<file path="src/rtl/stack_sequencer_pkg.sv">
// Shared types for the stack sequencer: op codes, FSM states, defaults.
package stack_sequencer_pkg;

    localparam int         FLAG_W_DEF   = 4;
    localparam logic [7:0] VEC_ADDR_DEF = 8'h00;

    typedef enum logic [2:0] {
        OP_NOP  = 3'd0,
        OP_PUSH = 3'd1,
        OP_POP  = 3'd2,
        OP_CALL = 3'd3,
        OP_RET  = 3'd4,
        OP_RTI  = 3'd5,
        OP_INTR = 3'd6,
        OP_RSVD = 3'd7
    } op_e;

    typedef enum logic [3:0] {
        S_IDLE,
        S_PUSH,
        S_POP_RD,
        S_POP_CAP,
        S_RTI_R1,
        S_RTI_R2,
        S_RTI_R3,
        S_INT_I1,
        S_INT_I2,
        S_INT_I3,
        S_INT_I4
    } state_e;

    function automatic logic op_valid(logic [2:0] op);
        return (op != 3'd0) && (op != 3'd7);
    endfunction

    function automatic state_e first_state(op_e op);
        state_e s;
        s = S_IDLE;
        unique case (op)
            OP_PUSH, OP_CALL: s = S_PUSH;
            OP_POP, OP_RET:   s = S_POP_RD;
            OP_RTI:           s = S_RTI_R1;
            OP_INTR:          s = S_INT_I1;
            default:          s = S_IDLE;
        endcase
        return s;
    endfunction

endpackage

</file>
<file path="src/rtl/stack_sequencer_if.sv">
// Data-memory port between the stack sequencer (master) and memory (slave).
interface stack_sequencer_if;

    logic [7:0] mem_addr;
    logic [7:0] mem_wdata;
    logic       mem_we;
    logic       mem_re;
    logic [7:0] mem_rdata;

    modport master (
        output mem_addr,
        output mem_wdata,
        output mem_we,
        output mem_re,
        input  mem_rdata
    );

    modport slave (
        input  mem_addr,
        input  mem_wdata,
        input  mem_we,
        input  mem_re,
        output mem_rdata
    );

endinterface

</file>
<file path="src/rtl/stack_sequencer.sv">
// Multi-cycle PUSH/POP/CALL/RET/RTI/interrupt-entry sequencer on the SP port.
module stack_sequencer
    import stack_sequencer_pkg::*;
#(
    parameter logic [7:0] VEC_ADDR = VEC_ADDR_DEF,
    parameter int         FLAG_W   = FLAG_W_DEF
) (
    input  logic              clk,
    input  logic              rst_n,
    input  logic              start,
    input  logic [2:0]        op,
    input  logic [7:0]        push_data,
    input  logic [7:0]        pc_in,
    input  logic [FLAG_W-1:0] flags_in,
    input  logic [7:0]        sp_in,
    stack_sequencer_if.master mem,
    output logic              dec_sp,
    output logic              inc_sp,
    output logic              busy,
    output logic              stall,
    output logic              done,
    output logic [7:0]        pop_data,
    output logic              pop_valid,
    output logic [7:0]        pc_out,
    output logic              pc_load,
    output logic [FLAG_W-1:0] flags_out,
    output logic              flags_load
);

    state_e            state_q, state_d;
    op_e               op_q, op_d;
    logic [7:0]        data_q, data_d;
    logic [7:0]        pc_q, pc_d;
    logic [FLAG_W-1:0] flags_q, flags_d;

    logic [7:0] sp_nxt;
    logic [7:0] flags_ext;

    always_ff @(posedge clk or negedge rst_n) begin
        if (!rst_n) begin
            state_q <= S_IDLE;
            op_q    <= OP_NOP;
            data_q  <= '0;
            pc_q    <= '0;
            flags_q <= '0;
        end else begin
            state_q <= state_d;
            op_q    <= op_d;
            data_q  <= data_d;
            pc_q    <= pc_d;
            flags_q <= flags_d;
        end
    end

    always_comb begin
        state_d = state_q;
        op_d    = op_q;
        data_d  = data_q;
        pc_d    = pc_q;
        flags_d = flags_q;
        unique case (state_q)
            S_IDLE: begin
                if (start && op_valid(op)) begin
                    op_d    = op_e'(op);
                    data_d  = push_data;
                    pc_d    = pc_in;
                    flags_d = flags_in;
                    state_d = first_state(op_e'(op));
                end
            end
            S_PUSH:    state_d = S_IDLE;
            S_POP_RD:  state_d = S_POP_CAP;
            S_POP_CAP: state_d = S_IDLE;
            S_RTI_R1:  state_d = S_RTI_R2;
            S_RTI_R2:  state_d = S_RTI_R3;
            S_RTI_R3:  state_d = S_IDLE;
            S_INT_I1:  state_d = S_INT_I2;
            S_INT_I2:  state_d = S_INT_I3;
            S_INT_I3:  state_d = S_INT_I4;
            S_INT_I4:  state_d = S_IDLE;
            default:   state_d = S_IDLE;
        endcase
    end

    // Pops pre-increment: the slot above the current SP holds the top.
    assign sp_nxt = sp_in + 8'd1;

    always_comb begin
        flags_ext = '0;
        flags_ext[FLAG_W-1:0] = flags_q;
    end

    always_comb begin
        mem.mem_addr  = '0;
        mem.mem_wdata = '0;
        mem.mem_we    = 1'b0;
        mem.mem_re    = 1'b0;
        dec_sp        = 1'b0;
        inc_sp        = 1'b0;
        done          = 1'b0;
        pop_data      = '0;
        pop_valid     = 1'b0;
        pc_out        = '0;
        pc_load       = 1'b0;
        flags_out     = '0;
        flags_load    = 1'b0;
        unique case (state_q)
            S_IDLE: begin
            end
            S_PUSH: begin
                mem.mem_addr  = sp_in;
                mem.mem_wdata = (op_q == OP_CALL) ? pc_q : data_q;
                mem.mem_we    = 1'b1;
                dec_sp        = 1'b1;
                done          = 1'b1;
            end
            S_POP_RD, S_RTI_R1: begin
                mem.mem_addr = sp_nxt;
                mem.mem_re   = 1'b1;
                inc_sp       = 1'b1;
            end
            S_POP_CAP: begin
                done = 1'b1;
                if (op_q == OP_RET) begin
                    pc_out  = mem.mem_rdata;
                    pc_load = 1'b1;
                end else begin
                    pop_data  = mem.mem_rdata;
                    pop_valid = 1'b1;
                end
            end
            S_RTI_R2: begin
                flags_out    = mem.mem_rdata[FLAG_W-1:0];
                flags_load   = 1'b1;
                mem.mem_addr = sp_nxt;
                mem.mem_re   = 1'b1;
                inc_sp       = 1'b1;
            end
            S_RTI_R3, S_INT_I4: begin
                pc_out  = mem.mem_rdata;
                pc_load = 1'b1;
                done    = 1'b1;
            end
            S_INT_I1: begin
                mem.mem_addr  = sp_in;
                mem.mem_wdata = pc_q;
                mem.mem_we    = 1'b1;
                dec_sp        = 1'b1;
            end
            S_INT_I2: begin
                mem.mem_addr  = sp_in;
                mem.mem_wdata = flags_ext;
                mem.mem_we    = 1'b1;
                dec_sp        = 1'b1;
            end
            S_INT_I3: begin
                mem.mem_addr = VEC_ADDR;
                mem.mem_re   = 1'b1;
            end
            default: begin
            end
        endcase
    end

    assign busy  = (state_q != S_IDLE);
    assign stall = busy | (start & op_valid(op));

endmodule

</file>
<file path="src/flat_wrapper.sv">
// flat-port wrapper written by rule: the top's interface ports become plain ports
module stack_sequencer_flat import stack_sequencer_pkg::*;
#(
    parameter logic [7:0] VEC_ADDR = VEC_ADDR_DEF,
    parameter int         FLAG_W   = FLAG_W_DEF
)
  (clk, rst_n, start, op, push_data, pc_in, flags_in, sp_in, dec_sp, inc_sp, busy, stall, done, pop_data, pop_valid, pc_out, pc_load, flags_out, flags_load, mem_mem_addr, mem_mem_wdata, mem_mem_we, mem_mem_re, mem_mem_rdata);
  stack_sequencer_if mem_i ();
  input  logic clk;
  input  logic rst_n;
  input  logic start;
  input  logic [2:0] op;
  input  logic [7:0] push_data;
  input  logic [7:0] pc_in;
  input  logic [FLAG_W-1:0] flags_in;
  input  logic [7:0] sp_in;
  output logic dec_sp;
  output logic inc_sp;
  output logic busy;
  output logic stall;
  output logic done;
  output logic [7:0] pop_data;
  output logic pop_valid;
  output logic [7:0] pc_out;
  output logic pc_load;
  output logic [FLAG_W-1:0] flags_out;
  output logic flags_load;
  output wire logic [$bits(mem_i.mem_addr)-1:0] mem_mem_addr;
  output wire logic [$bits(mem_i.mem_wdata)-1:0] mem_mem_wdata;
  output wire logic [$bits(mem_i.mem_we)-1:0] mem_mem_we;
  output wire logic [$bits(mem_i.mem_re)-1:0] mem_mem_re;
  input wire logic [$bits(mem_i.mem_rdata)-1:0] mem_mem_rdata;
  assign mem_mem_addr = mem_i.mem_addr;
  assign mem_mem_wdata = mem_i.mem_wdata;
  assign mem_mem_we = mem_i.mem_we;
  assign mem_mem_re = mem_i.mem_re;
  assign mem_i.mem_rdata = mem_mem_rdata;
  stack_sequencer #(.VEC_ADDR(VEC_ADDR), .FLAG_W(FLAG_W)) u_core (.clk(clk), .rst_n(rst_n), .start(start), .op(op), .push_data(push_data), .pc_in(pc_in), .flags_in(flags_in), .sp_in(sp_in), .mem(mem_i), .dec_sp(dec_sp), .inc_sp(inc_sp), .busy(busy), .stall(stall), .done(done), .pop_data(pop_data), .pop_valid(pop_valid), .pc_out(pc_out), .pc_load(pc_load), .flags_out(flags_out), .flags_load(flags_load));
endmodule
</file>
<file path="config.mk">
export PLATFORM = sky130hd
export DESIGN_NAME = stack_sequencer_flat
export DESIGN_NICKNAME = d
export VERILOG_FILES = /design/src/rtl/stack_sequencer_pkg.sv /design/src/rtl/stack_sequencer_if.sv /design/src/rtl/stack_sequencer.sv /design/src/flat_wrapper.sv
export SDC_FILE = /design/constraint.sdc
export NUM_CORES = 1
export LEC_CHECK = 0
export CAP_MARGIN = 30
export CORE_ASPECT_RATIO = 0.6
export CORE_UTILIZATION = 46
export CTS_BUF_LIST = sky130_fd_sc_hd__clkbuf_8
export DETAILED_ROUTE_END_ITERATION = 7
export GPL_TIMING_DRIVEN = 1
export PLACE_DENSITY = 0.89
export SYNTH_ARGS = -nofsm -noshare
export SYNTH_HDL_FRONTEND = slang
export SYNTH_SLANG_ARGS = --single-unit
</file>
<file path="constraint.sdc">
create_clock -name clk -period 3.3 [get_ports clk]
set_clock_uncertainty 0.1 [all_clocks]
set_input_delay 0.33 -clock clk [delete_from_list [all_inputs] [get_ports clk]]
set_output_delay 0.33 -clock clk [all_outputs]
set_load 0.03 [all_outputs]
</file>
# After elaboration in Yosys (flattened, before gate mapping)
# Index checks and enable logic that the tools add are counted.
# op_classes
n_eq_ne	20
n_addsub	1
reduce_logical	13
bitwise	2
muxes	20
# ops
operator	count
$mux W8	4
$pmux W8 S2	2
$pmux W4 S7	1
$pmux W8 S3	1
$eq A4 B3 Y1 const B	4
$eq A3 B3 Y1 const B	4
$eq A4 B4 Y1 const B	3
$pmux W3 S4	1
$eq A3 B2 Y1 const B	3
$add A8 B1 Y8 const B	1
$eq A4 B2 Y1 const B	2
$mux W1	8
$mux W4	2
$reduce_or A4 Y1	2
$reduce_or A2 Y1	3
$reduce_or A3 Y1	2
$eq A4 B1 Y1 const B	1
$logic_not A4 Y1	1
$reduce_bool A4 Y1	1
$eq A3 B1 Y1 const B	1
$ne A3 B3 Y1 const B	1
$reduce_bool A3 Y1	1
$logic_and A1 B1 Y1	2
$ne A2 B1 Y1 const B	1
4 further kinds	4
# word_totals
register_bits	27
in_bits	42
elab_cells	61
output_inout_bits	46

# Depth between registers and ports, before layout
# Gate-level depths: netlist of run 1.
# logic_depth
word_depth	5
ltp_mapped	7
mapped_depth_nobuf	5

# Worst setup path before layout of run 1
# OpenSTA, ideal clock, no wires.
# synth_path
path_kind	reg2out
from	register u_core.state_q[3]
to	output pop_data[0]
path_stages_with_launch	6
slack_ns	0.665
required_time_ns	2.870
t_arrival_ns	2.205
n_path_buf	2
cell_sequence	dfrtp_1 -> buf_6 -> or2_1 -> buf_6 -> nor3_1 -> and2_1
# synth_between
elab_chain_len	2
# synth_lines
element	line	rtl
start, declared	stack_sequencer.sv:30	state_e state_q, state_d;
start signal, assigned	stack_sequencer.sv:47	state_q <= state_d;
$eq A4 B2 Y1	stack_sequencer.sv:107	unique case (state_q)
$mux W8	stack_sequencer.sv:107	
end, declared	flat_wrapper.sv:22	output logic [7:0] pop_data;
# No other way between the ends.

# Worst setup path after layout of run 1
# layout_path
from	register u_core.state_q[2]
to	output mem_mem_wdata[7]
# layout_between
elab_chain_len	2
word_cells_on_any_way	4
classes_between	eq/ne: 3; mux: 1
# layout_lines
element	line	rtl
$eq A4 B4 Y1 (tied with other cells)	stack_sequencer.sv:107	
$pmux W8 S3 *	stack_sequencer.sv:107	
end, declared	flat_wrapper.sv:29	output wire logic [$bits(mem_i.mem_wdata)-1:0] mem_mem_wdata;
# Mark *: on every way between the ends. The rest lies on a longest branch, timed or not.

==> flow_summary.yaml, run 1 <==
logic_synthesis:
  yosys.area_share.adder: 0.006680
  synth_xor_area_frac: 0.009352
  synthFlopType: "dfrtp_1"
  syn_avg_cell_area_um2: 10.52
  synth.ff_latch_count: 27
  synth_top_family_by_area: "multiplexers"
  synth_simple_gate_area_share: 0.2111
  syn_inst: 178
  synth-edff-count: 0
  synthArstFlopShare: 1.000
  syn_area_um2: 1873
  synth_compound_area_frac: 0.1283
  yosys_warnings: 0
  muxShareOfSynthArea: 0.2325
  syn_nets: 221
  seq_area_frac_synth: 0.3607
  ys_types: 42
timing:
  finalSetupViolCount: 0
  finalWorstSetupSlack_ps: 135.4
  fin_tns_setup_ps: 0
  finalMaxSlewViolations: 0
  finalCriticalPeriod_ps: 3165
  fmax_mhz: 316.0
  hold_violations: 0
  relSlewSlack: 0.6217
  finalCritPeriodShare: 0.9590
  worst_slew_pin_slew_ps: 566.4
  rsz0062_at_grt: "no"
power:
  swShare: 0.4405
  power_frac_clock: 0.079
  p_per_area_nw_per_um2: 874.0
  ir_worst_vdd_mv: 0.4294
  cellLeakagePower_nw: 1.221
  internal_power_w: 0.001369
  seq_power_share: 0.265
  p_switching_w: 0.001078
  pwr-share-comb: 0.656
detailed_routing:
  dr.pass1.iters: 7
  num_vias: 1674
  wire_per_inst_um: 14.91
  route.detailed.drc: 2
  vias_per_cell: 5.400
  drt-initial-drc-count: 108
  ant_nets: 0
  drt_wl_total_um: 4622
global_routing:
  grt_pass1_vias: 1492
  grt_max_degree: 28
  grt_pass1_wl_um: 7631
  antenna_found_initial: 0
  grt_usage: 0.2247
  grt.overflow.total: 0
cts:
  clkTransAtPathRegs_ps: 90
  cts_tree: "built"
  clock_latency_ps: 280
  ctsResizeCount: 0
  cts_root_buf: "clkbuf_8"
  cts_setup_buffers: 0
  numCtsBuffers: 3
  cts_hold_buf: 0
  clock_sinks: 27
  clock_path_buffers: 2
  htree_levels: 1
floorplanning:
  start_util: 0.4947
  die_w_um: 84.38
  fp.dieH_um: 51.43
  num_io_pins: 88
  coreArea_um2: 3786
  die_area_um2: 4339
  rows: 17
worst_hold_path:
  hold_class: "input pin to asynchronous set/reset pin"
layout:
  drive_above_1_share: 0.1331
  finalNetCount: 307
  final_common_cell: "clkdlybuf4s50_1"
  mostFrequentLayoutCells: "clkdlybuf4s50_1, dfrtp_1, and2_1, mux2_4, mux2i_1"
  areaGrowthSynthToFinish_pct: 49.50
  diodes: 0
setup_path:
  endpoint_kind: "output pin"
  startpoint_type: "register"
  path_cells: "or2_1 -> or2_2 -> o21ai_1 -> a22o_1 -> clkdlybuf4s50_1"
  cp_max_fo: 10
  crit_required_ps: 2870
  arrival_ps: 2730
  max_stage_delay_ps: 670
  critPathKind: "register to output pin"
  cpMaxStageDelayCell: "clkdlybuf4s50_1"
placed_design:
  io_buffer_count: 87
  place.gp.congestion: 0.8094
  place_hpwl_um: 3597
  post-place-ws_ps: 491.3
flow_run:
  cap_viol_max_count: 0
outcome:
  status: "complete, but fails checks"
  failed_checks: "design-rule violations"
-- layer usage --
metal,share of wire,vias up,GRT usage,wire (um)
met2,0.44,44,0.3265,2036
li1,-,809,-,-
met4,0.0074,0,0.05085,34
met5,0,-,0,0
met1,0.50,816,0.3429,2319
met3,0.050,5,0.04523,231
-- cells by family after synthesis --
| family | Yosys count |
|---|---|
| AO/OA/AOI/OAI | 35 |
| buffers and inverters | 15 |
| AND/OR/NAND/NOR | 65 |
| adder cells (fa/ha/maj) | 1 |
| XOR/XNOR | 2 |
| flip-flops | 27 |
| multiplexers | 33 |
-- power by group through the flow --
stage / clock network, W / registers, W / logic (W)
floorplan: 0 / 0.000570 / 0.00117
global placement: 0 / 0.000643 / 0.00158
detailed placement: 0 / 0.000648 / 0.00161
CTS: 0.000193 / 0.000646 / 0.00161
global route: 0.000206 / 0.000673 / 0.00171
finish: 0.000193 / 0.000650 / 0.00160
-- path summary, 6_finish.rpt --
kind	startpoint	to	slack (ps)	cells after the start
worst max-delay path	u_core.state_q[2]	mem_mem_wdata[7]	140	5
worst min-delay path	rst_n	u_core.op_q[2]	300	2
worst max register to register	u_core.state_q[2]	u_core.data_q[0]	960	4
worst min register to register	u_core.flags_q[2]	u_core.flags_q[2]	420	1
max in group asynchronous	rst_n	u_core.flags_q[3]	2540	2
min in group clk	u_core.flags_q[2]	u_core.flags_q[2]	420	1
-- critical path: cells and delay by family (launching register included) --
family                 cells  cell delay (ps)
and+or+nand+nor            2              770
DFF                        1              510
AOI/OAI and AO/OA          2              500
buffers and inverters      1              670
-- cells in the mapped netlist, types with 3 or more instances --
cell type,count,area (um2)
o21ai_0,7,35.03
nand2_1,8,30.03
mux2_2,4,45.04
a21oi_1,5,25.02
a22oi_1,3,22.52
nor2_1,6,22.52
nand3_1,6,30.03
mux2_4,20,300.3
buf_6,4,45.04
and3_1,3,18.77
inv_1,5,18.77
dfrtp_1,27,675.7
buf_2,5,25.02
o22ai_1,4,25.02
mux2i_1,9,90.09
a22o_1,6,52.55
nand2b_1,6,37.54
and2_1,20,125.1
-- cell type report --
type / count / area [um2]
multi-input combinational: 136 / 1101
clock buffer: 3 / 41.29
clock inverter: 1 / 3.754
tap: 47 / 58.81
fill: 276 / 985.9
sequential: 27 / 675.6
timing repair buffer: 91 / 900.9
inverter: 5 / 18.77
-- stage by stage --
| step | instance area [um2] | power [W] | std cells | hold slack, ps | utilization |
|---|---|---|---|---|---|
| global placement | 2755 | 0.002228 | 306 | 394.1 | 0.7277 |
| floorplan | 1873 | 0.001737 | 178 | -65.59 | - |
| CTS | 2800 | 0.002450 | 310 | 321.8 | 0.7396 |
| detailed placement | 2755 | 0.002256 | 306 | 394.3 | 0.7277 |
| finish | 2800 | 0.002447 | 310 | 304.8 | 0.7396 |
| global route | 2800 | 0.002585 | 310 | 340.6 | 0.7396 |
-- sequential cells by signal (all words and copies together) (netlist names) --
register,count
u_core.state_q,4
u_core.flags_q,4
u_core.op_q,3
u_core.data_q,8
u_core.pc_q,8
Power figures use the tool's default switching activity.
==> run 2: changes to the inputs <==
- TNS_END_PERCENT: not set -> 5
==> results of run 2 <==
Final layout, timing and power as in run 1 (identical DEF).
==> run 3: changes to the inputs <==
- HOLD_SLACK_MARGIN: not set -> 0.06
==> results of run 3 <==
Final layout, timing and power as in run 1 (identical DEF).
